`config.mk`:
```
export PLATFORM = sky130hd
export DESIGN_NAME = ram_fifo_ctrl
export DESIGN_NICKNAME = d
export VERILOG_FILES = /design/src/rtl/ram_fifo_pkg.sv /design/src/rtl/ram_fifo_ptr.sv /design/src/rtl/ram_fifo_ctrl.sv
export SDC_FILE = /design/constraint.sdc
export NUM_CORES = 1
export LEC_CHECK = 0
export BUFFER_PORTS_ARGS = -buffer_cell sky130_fd_sc_hd__buf_2
export CORE_MARGIN = 4
export CORE_UTILIZATION = 34
export CTS_BUF_LIST = sky130_fd_sc_hd__clkbuf_4
export DETAILED_ROUTE_END_ITERATION = 16
export GPL_ROUTABILITY_DRIVEN = 1
export GPL_TIMING_DRIVEN = 0
export PLACE_DENSITY = 0.7
export SYNTH_ARGS = -nofsm -noshare
export SYNTH_HDL_FRONTEND = slang
export SYNTH_SLANG_ARGS = --single-unit
```
`constraint.sdc`:
```
create_clock -name clk -period 2.3 [get_ports clk]
set_input_delay 0.345 -clock clk [delete_from_list [all_inputs] [get_ports clk]]
set_output_delay 0.345 -clock clk [all_outputs]
set_load 0.02 [all_outputs]
```
`src/rtl/ram_fifo_pkg.sv`:
```
// Shared types and default sizing for the RAM-backed FIFO controller.
// Pointers carry one extra wrap bit above the RAM address.
package ram_fifo_pkg;

    localparam int DATAWIDTH_DEF = 8;
    localparam int ADDRWIDTH_DEF = 3;
    localparam int AF_LEVEL_DEF  = 6;
    localparam int DEPTH         = 1 << ADDRWIDTH_DEF;

    typedef logic [ADDRWIDTH_DEF:0]   ptr_t;
    typedef logic [DATAWIDTH_DEF-1:0] data_t;

endpackage : ram_fifo_pkg

```
`src/rtl/ram_fifo_ptr.sv`:
```
// Wrap-bit pointer for the FIFO controller: clears on rst/clear, else advances on inc.
// The MSB toggles each time the address field rolls over.
module ram_fifo_ptr
    import ram_fifo_pkg::*;
#(
    parameter int W = $bits(ptr_t)
) (
    input  logic         clk,
    input  logic         rst,
    input  logic         clear,
    input  logic         inc,
    output logic [W-1:0] ptr
);

    logic [W-1:0] ptr_r;

    // Pointer register: rst and clear both return to zero, natural rollover wraps.
    always_ff @(posedge clk) begin
        if (rst || clear) begin
            ptr_r <= {W{1'b0}};
        end else if (inc) begin
            ptr_r <= ptr_r + {{(W-1){1'b0}}, 1'b1};
        end else begin
            ptr_r <= ptr_r;
        end
    end

    assign ptr = ptr_r;

endmodule : ram_fifo_ptr

```
`src/rtl/ram_fifo_ctrl.sv`:
```
// First-word-fall-through FIFO controller driving port 1 of a flip-flop RAM.
// Status is derived from the registered wrap-bit pointers; port 2 of the RAM is parked.
module ram_fifo_ctrl
    import ram_fifo_pkg::*;
#(
    parameter int DATAWIDTH = DATAWIDTH_DEF,
    parameter int ADDRWIDTH = ADDRWIDTH_DEF,
    parameter int AF_LEVEL  = AF_LEVEL_DEF
) (
    input  logic                 clk,
    input  logic                 rst,
    input  logic                 flush,
    input  logic                 in_valid,
    output logic                 in_ready,
    input  logic [DATAWIDTH-1:0] in_data,
    output logic                 out_valid,
    input  logic                 out_ready,
    output logic [DATAWIDTH-1:0] out_data,
    output logic [ADDRWIDTH:0]   count,
    output logic                 full,
    output logic                 empty,
    output logic                 almost_full,
    output logic                 en_w1_n,
    output logic [ADDRWIDTH-1:0] addr_w1,
    output logic [DATAWIDTH-1:0] data_w1,
    output logic                 en_w2_n,
    output logic [ADDRWIDTH-1:0] addr_w2,
    output logic [DATAWIDTH-1:0] data_w2,
    output logic                 en_r1_n,
    output logic [ADDRWIDTH-1:0] addr_r1,
    input  logic [DATAWIDTH-1:0] data_r1,
    output logic                 en_r2_n,
    output logic [ADDRWIDTH-1:0] addr_r2
);

    localparam int FIFO_DEPTH = 1 << ADDRWIDTH;
    localparam logic [ADDRWIDTH:0] AF_LEVEL_C = (ADDRWIDTH + 1)'(AF_LEVEL);

    generate
        if (AF_LEVEL < 1 || AF_LEVEL > FIFO_DEPTH) begin : g_af_level_bad
            $error("ram_fifo_ctrl: AF_LEVEL must lie in 1..2**ADDRWIDTH");
        end
    endgenerate

    logic [ADDRWIDTH:0] wr_ptr_s;
    logic [ADDRWIDTH:0] rd_ptr_s;
    logic [ADDRWIDTH:0] count_s;
    logic               full_s;
    logic               empty_s;
    logic               push_s;
    logic               pop_s;
    logic               clear_s;

    assign clear_s = rst | flush;
    assign count_s = wr_ptr_s - rd_ptr_s;
    assign empty_s = (wr_ptr_s == rd_ptr_s);
    assign full_s  = (wr_ptr_s[ADDRWIDTH-1:0] == rd_ptr_s[ADDRWIDTH-1:0]) &&
                     (wr_ptr_s[ADDRWIDTH] != rd_ptr_s[ADDRWIDTH]);

    // Transactions coinciding with rst/flush are dropped so the RAM is not touched.
    assign push_s = in_valid  & ~full_s  & ~clear_s;
    assign pop_s  = out_ready & ~empty_s & ~clear_s;

    ram_fifo_ptr #(.W(ADDRWIDTH + 1)) u_wr_ptr (
        .clk   (clk),
        .rst   (rst),
        .clear (flush),
        .inc   (push_s),
        .ptr   (wr_ptr_s)
    );

    ram_fifo_ptr #(.W(ADDRWIDTH + 1)) u_rd_ptr (
        .clk   (clk),
        .rst   (rst),
        .clear (flush),
        .inc   (pop_s),
        .ptr   (rd_ptr_s)
    );

    // Status and handshake outputs, all functions of the registered pointers.
    always_comb begin
        count       = count_s;
        full        = full_s;
        empty       = empty_s;
        almost_full = (count_s >= AF_LEVEL_C);
        in_ready    = ~full_s;
        out_valid   = ~empty_s;
        out_data    = data_r1;
    end

    // RAM port 1 write in the push cycle; read addresses the head whenever data is held.
    always_comb begin
        en_w1_n = 1'b1;
        addr_w1 = {ADDRWIDTH{1'b0}};
        data_w1 = {DATAWIDTH{1'b0}};
        if (push_s) begin
            en_w1_n = 1'b0;
            addr_w1 = wr_ptr_s[ADDRWIDTH-1:0];
            data_w1 = in_data;
        end else begin
            en_w1_n = 1'b1;
        end
        en_r1_n = empty_s;
        addr_r1 = rd_ptr_s[ADDRWIDTH-1:0];
    end

    // Port 2 is unused by the FIFO and held idle.
    always_comb begin
        en_w2_n = 1'b1;
        addr_w2 = {ADDRWIDTH{1'b0}};
        data_w2 = {DATAWIDTH{1'b0}};
        en_r2_n = 1'b1;
        addr_r2 = {ADDRWIDTH{1'b0}};
    end

endmodule : ram_fifo_ctrl

```
[After elaboration in Yosys (flattened, before gate mapping)]
Index checks and enable logic that the tools add are counted.
Word-level totals
  bits in registers: 8
  bits in latches: 0
  memory bits (writable): 0
  ROM bits: 0
  input bits: 21
  output and inout bits: 49
  logic and storage cells: 22
  memories kept: 0
Cells by class
  add/subtract/negate cells: 3
  $mul: 0
  div/mod/pow operators: 0
  $lt $le $gt $ge: 1
  equal/unequal tests: 3
  shift-type cells: 0
  multiplexer cells: 3
  bitwise gates (word level): 8
  reductions and logical operators: 2
Operators by type and width (number)
  $add A4 B1 Y4 const B: 2
  $mux W8: 1
  $and A1 B1 Y1: 4
  $eq A4 B4 Y1: 1
  $ge A4 B3 Y1 const B: 1
  $sub A4 B4 Y4: 1
  $eq A3 B3 Y1: 1
  $mux W3: 1
  $not A1 Y1: 3
  $logic_and A1 B1 Y1: 1
  $logic_or A1 B1 Y1: 1
  $mux W1: 1
  $ne A1 B1 Y1: 1
  $or A1 B1 Y1: 1

[Depth between registers and ports, before layout]
  depth after elaboration: 6
  depth in mapped cells: 7
  gate-level depth less buffers: 6

[Cells and area by module]
From an unflattened synthesis, not the netlist that was laid out.
Second synthesis, totals
  cells, all modules: 101
  area total of the unflattened synthesis: 827.0 um^2
By module, submodules not included
  ram_fifo_ctrl: instances 1, cells an instance 67, area an instance 471.7 um^2, sequential area each 0.0 um^2
  ram_fifo_ptr: instances 2, cells an instance 17, area an instance 177.7 um^2, sequential area each 80.1 um^2

[Least setup slack after synthesis]
No wires, ideal clock.
  path kind: reg2out
  start point: reg u_rd_ptr.ptr_r[1], in the netlist u_rd_ptr.ptr[1]
  end point: out addr_w1[0]
  arrival: 1824 ps
  required time: 1955 ps
  slack: 131 ps
  cell stages (with the launch flop): 8
  path buffers: 2
  cells stage by stage: dfxtp_1 inv_1 ha_1 and3_1 buf_6 a2111oi_4 buf_6 and2_1
On the way
  word-level cells in the longest chain between the ends: 6
RTL lines
  start: declaration: line ram_fifo_ptr.sv:15  | logic [W-1:0] ptr_r;
  start signal: assignment: line ram_fifo_ptr.sv:20  | ptr_r <= {W{1'b0}};
  start signal: assignment: line ram_fifo_ptr.sv:22  | ptr_r <= ptr_r + {{(W-1){1'b0}}, 1'b1};
  start signal: assignment: line ram_fifo_ptr.sv:24  | ptr_r <= ptr_r;
  $eq A3 B3 Y1: line ram_fifo_ctrl.sv:57  | assign full_s = (wr_ptr_s[ADDRWIDTH-1:0] == rd_ptr_s[ADDRWIDTH-1:0]) &&
  $logic_and A1 B1 Y1: line ram_fifo_ctrl.sv:57
  $not A1 Y1: line ram_fifo_ctrl.sv:61  | assign push_s = in_valid & ~full_s & ~clear_s;
  $and A1 B1 Y1 (2 in a row): line ram_fifo_ctrl.sv:61
  $mux W3: line ram_fifo_ctrl.sv:96  | if (push_s) begin
  end: declaration: line ram_fifo_ctrl.sv:24  | output logic [ADDRWIDTH-1:0] addr_w1,
Every way passes these cells.

[Final worst setup path]
  start point: reg u_wr_ptr.ptr_r[1], in the netlist u_wr_ptr.ptr[1]
  end point: out data_w1[2]
On the way
  word-level cells in the longest chain between the ends: 6
RTL lines
  start: declaration: line ram_fifo_ptr.sv:15
  start signal: assignment: line ram_fifo_ptr.sv:20
  start signal: assignment: line ram_fifo_ptr.sv:22
  start signal: assignment: line ram_fifo_ptr.sv:24
  $eq A3 B3 Y1: line ram_fifo_ctrl.sv:57
  $logic_and A1 B1 Y1: line ram_fifo_ctrl.sv:57
  $not A1 Y1: line ram_fifo_ctrl.sv:61
  $and A1 B1 Y1 (2 in a row): line ram_fifo_ctrl.sv:61
  $mux W8: line ram_fifo_ctrl.sv:96
  end: declaration: line ram_fifo_ctrl.sv:25  | output logic [DATAWIDTH-1:0] data_w1,
Every way passes these cells.

==> summary.txt <==
Pwr
  • Switching share of total power: 0.344
  • Portion of total power attributed to sequential cells: 0.329
  • Power per cell area: 294 nW/µm²
  • Part of the total power dissipated in the clock network: 0.254
  • LEAKAGE: 0.781 nW
  • Net switching power figure: 0.000146 W
  • Part of the total power dissipated in combinational logic: 0.417
  • Internal Power: 0.000279 W
  • Max IR drop VDD: 0.207 mV

STA
  • Setup repair after global routing missed its margin: true
  • Final Hold Vio Count: 0
  • Highest achievable clock rate: 0.435 GHz
  • Share of the clock period used by the worst path after layout: 0.999
  • Max-slew violation count: 0
  • Post-route clock skew: 6.56 ps
  • Final Critical Period: 2300 ps
  • Final Setup Violations: 0
  • Worst-case setup margin in the final layout: 2.40 ps

Route
  • Routed wire length on met3: 162 µm
  • Sum of met2 wire segment lengths after detailed routing: 1480 µm
  • Post-route DRC: 0
  • Remaining antenna violation count: 0
  • Total Wirelength: 2460 µm
  • Detailed Route Iter0 Violations: 20
  • Total vias in the final route: 919
  • Topmost layer with routed signal wires: met4
  • M1 WL: 804 µm
  • Routed length per placed instance: 11.3 µm
  • Number of vias per cell after detailed routing: 4.24
  • Drt first pass iters: 4

Floorplanning
  • Effective utilization at floorplan: 0.361
  • Top-level port count: 70
  • Row cnt: 18
  • Die area: 3570 µm²
  • Die extent in y: 59.8 µm
  • Placeable core area: 2520 µm²
  • Die X-Extent: 59.8 µm

Clock network
  • Maximum count of clock buffers along a single path: 2
  • Worst-skew pair later-pin latency: 260 ps
  • Count of clock tree sinks: 8
  • CTS H-Tree Depth: 1
  • TritonCTS clock tree: done
  • Clock-pin transition on the worst setup and hold timing paths: 60 ps
  • TritonCTS buffer count: 3
  • Root cell of the clock tree: clkbuf_4

Worst setup path
  • Worst-path fanout max: 6
  • Worst setup slack for register-to-register paths: 590 ps
  • Endpoint type of the worst setup path: primary output
  • Launching element of the worst setup path: u_wr_ptr.ptr[1]
  • Type of the worst setup path: reg -> out
  • Type of origin of the critical path: register
  • Endpoint of the most critical setup path: data_w1[2]
  • Critical path required time: 1960 ps
  • Number of cell instances on the worst register-to-register path: 6
  • Endpoint of the worst-slack reg-to-reg timing path: u_rd_ptr.ptr[0]
  • Worst flop-to-flop path startpoint: u_wr_ptr.ptr[1]
  • Data arrival time of the critical path: 1950 ps

Global route
  • Initial antenna violation count: 0
  • Total grt overflow: 0
  • Maximum number of pins on one net before global-route repair: 11
  • Wire length of the first global-routing pass: 3320 µm
  • Number of global-route vias before repair: 830
  • GR Util All Layers: 0.116

Logic synthesis
  • Register area share after synthesis: 0.176
  • Yosys reg bits: 8
  • Cell Area, Synth: 911 µm²
  • Synth Area per Inst: 7.79 µm²
  • Syn. warnings: 0
  • Synth unique cells: 22
  • Post-Synthesis Cells: 117

Layout
  • Highest-count cells in the layout ignoring fill and taps: buf_4 (37), buf_2 (35), nand2_1 (17), conb_1 (16), buf_6 (11)
  • Most common cell after layout, fill and taps aside: buf_4
  • Fraction of final layout cells sized beyond drive strength 1: 0.588
  • Final non-filler cell area: 1450 µm²
  • Number of antenna cells inserted: 0
  • Area growth from synthesis to layout: 58.9%
  • Util after Layout: 0.574
  • Post-layout nets: 216

Place
  • Worst setup slack before clock tree synthesis: -52.1 ps
  • Number of buffers added on ports: 45
  • Post-placement cell area: 1230 µm²
  • Total half-perimeter wirelength after legalization and detailed placement: 1850 µm
  • Final weighted congestion in routability-driven placement: 0.823

Worst hold path
  • Path type of the worst min-delay path: in -> reg

Run
  • Number of max-capacitance violations reported: 0

Run status
  • Outcome: finished, final reports clean
==> state kept, by name, summed over array words and instances (netlist names) <==
name and count:
u_rd_ptr.ptr 4, u_wr_ptr.ptr 4
==> cells in the mapped netlist, drive strengths merged <==
cell      n  area share
dfxtp     8        0.18
fa        1       0.022
clkbuf    1      0.0041
conb      2      0.0082
ha        5       0.069
a21oi     7       0.038
a21boi    1      0.0082
or3       4       0.027
and3      2       0.014
nand4     2       0.014
nand3b    1      0.0082
xor2      1       0.018
o21ai     1      0.0055
and2     11       0.076
nor2      2      0.0082
buf      30        0.26
a2111oi   1       0.030
mux2i     8       0.088
xnor2     2       0.019
inv      10       0.041
nand2    17       0.070
==> per-layer routing <==
metal / up-vias / GRT usage
li1: 471 / -
met1: 414 / 0.122
met2: 32 / 0.231
met3: 2 / 0.0151
met4: 0 / 0.0380
met5: - / 0
==> kinds of logic after synthesis <==
kind of cell | Yosys count | share of synthesized area
AO/OA/AOI/OAI | 10 | 0.0824
XOR/XNOR | 3 | 0.0371
adder cells (fa/ha/maj) | 6 | 0.0907
buffers and inverters | 41 | 0.301
flip-flops | 8 | 0.176
multiplexers | 8 | 0.0879
other | 2 | 0.00824
AND/OR/NAND/NOR | 39 | 0.217
==> cell type report <==
class	count	area, µm²
inverter	10	37.5
timing repair buffer	54	355
tap	30	37.5
multi-input combinational	82	594
clock buffer	3	22.5
fill	239	1070
sequential	8	175
buffer	30	225
==> power by group through the flow <==
stage | Combinational [W] | Sequential [W] | Clock (W)
floorplan | 0.000119 | 0.000145 | 0
detailed placement | 0.000157 | 0.000146 | 0
global placement | 0.000154 | 0.000146 | 0
global route | 0.000191 | 0.000140 | 0.000115
CTS | 0.000163 | 0.000140 | 0.000111
finish | 0.000177 | 0.000140 | 0.000108
==> worst max-delay path, stage by stage, from the launching register on <==
cell and delay [ps]:
dfxtp_4 370, ha_4 240, and3_4 200, a2111oi_4 440, buf_4 210, and2_4 140, buf_6 110
==> per-stage QoR <==
step / cells / hold slack [ps] / power (W) / setup TNS, ps
5_1_grt: 217 / 466 / 0.000446 / -468
6_report: 217 / 444 / 0.000425 / 0
2_1_floorplan: 131 / 461 / 0.000264 / 0
3_5_place_dp: 206 / 490 / 0.000302 / -396
4_1_cts: 212 / 448 / 0.000414 / 0
3_3_place_gp: 206 / 484 / 0.000300 / -52.9
==> how the worst min path moves through the flow <==
stage                     depth (start not counted)             from         endpoint
after global placement                            2  u_rd_ptr.ptr[2]  u_rd_ptr.ptr[2]
after detailed placement                          2  u_rd_ptr.ptr[2]  u_rd_ptr.ptr[2]
after CTS                                         3              rst  u_rd_ptr.ptr[0]
final                                             3              rst  u_rd_ptr.ptr[0]
after global routing                              3              rst  u_wr_ptr.ptr[2]
after floorplan                                   2  u_rd_ptr.ptr[2]  u_rd_ptr.ptr[2]
==> repair_timing <==
item / 4_1_cts / 5_1_grt
hold buffers: 0 / 0
pin swaps: 2 / 11
setup buffers: 3 / 5
resized for setup: 28 / 18
cloned: 1 / 0
setup endpoints to repair: 12 / 10
Power figures use the tool's default switching activity.
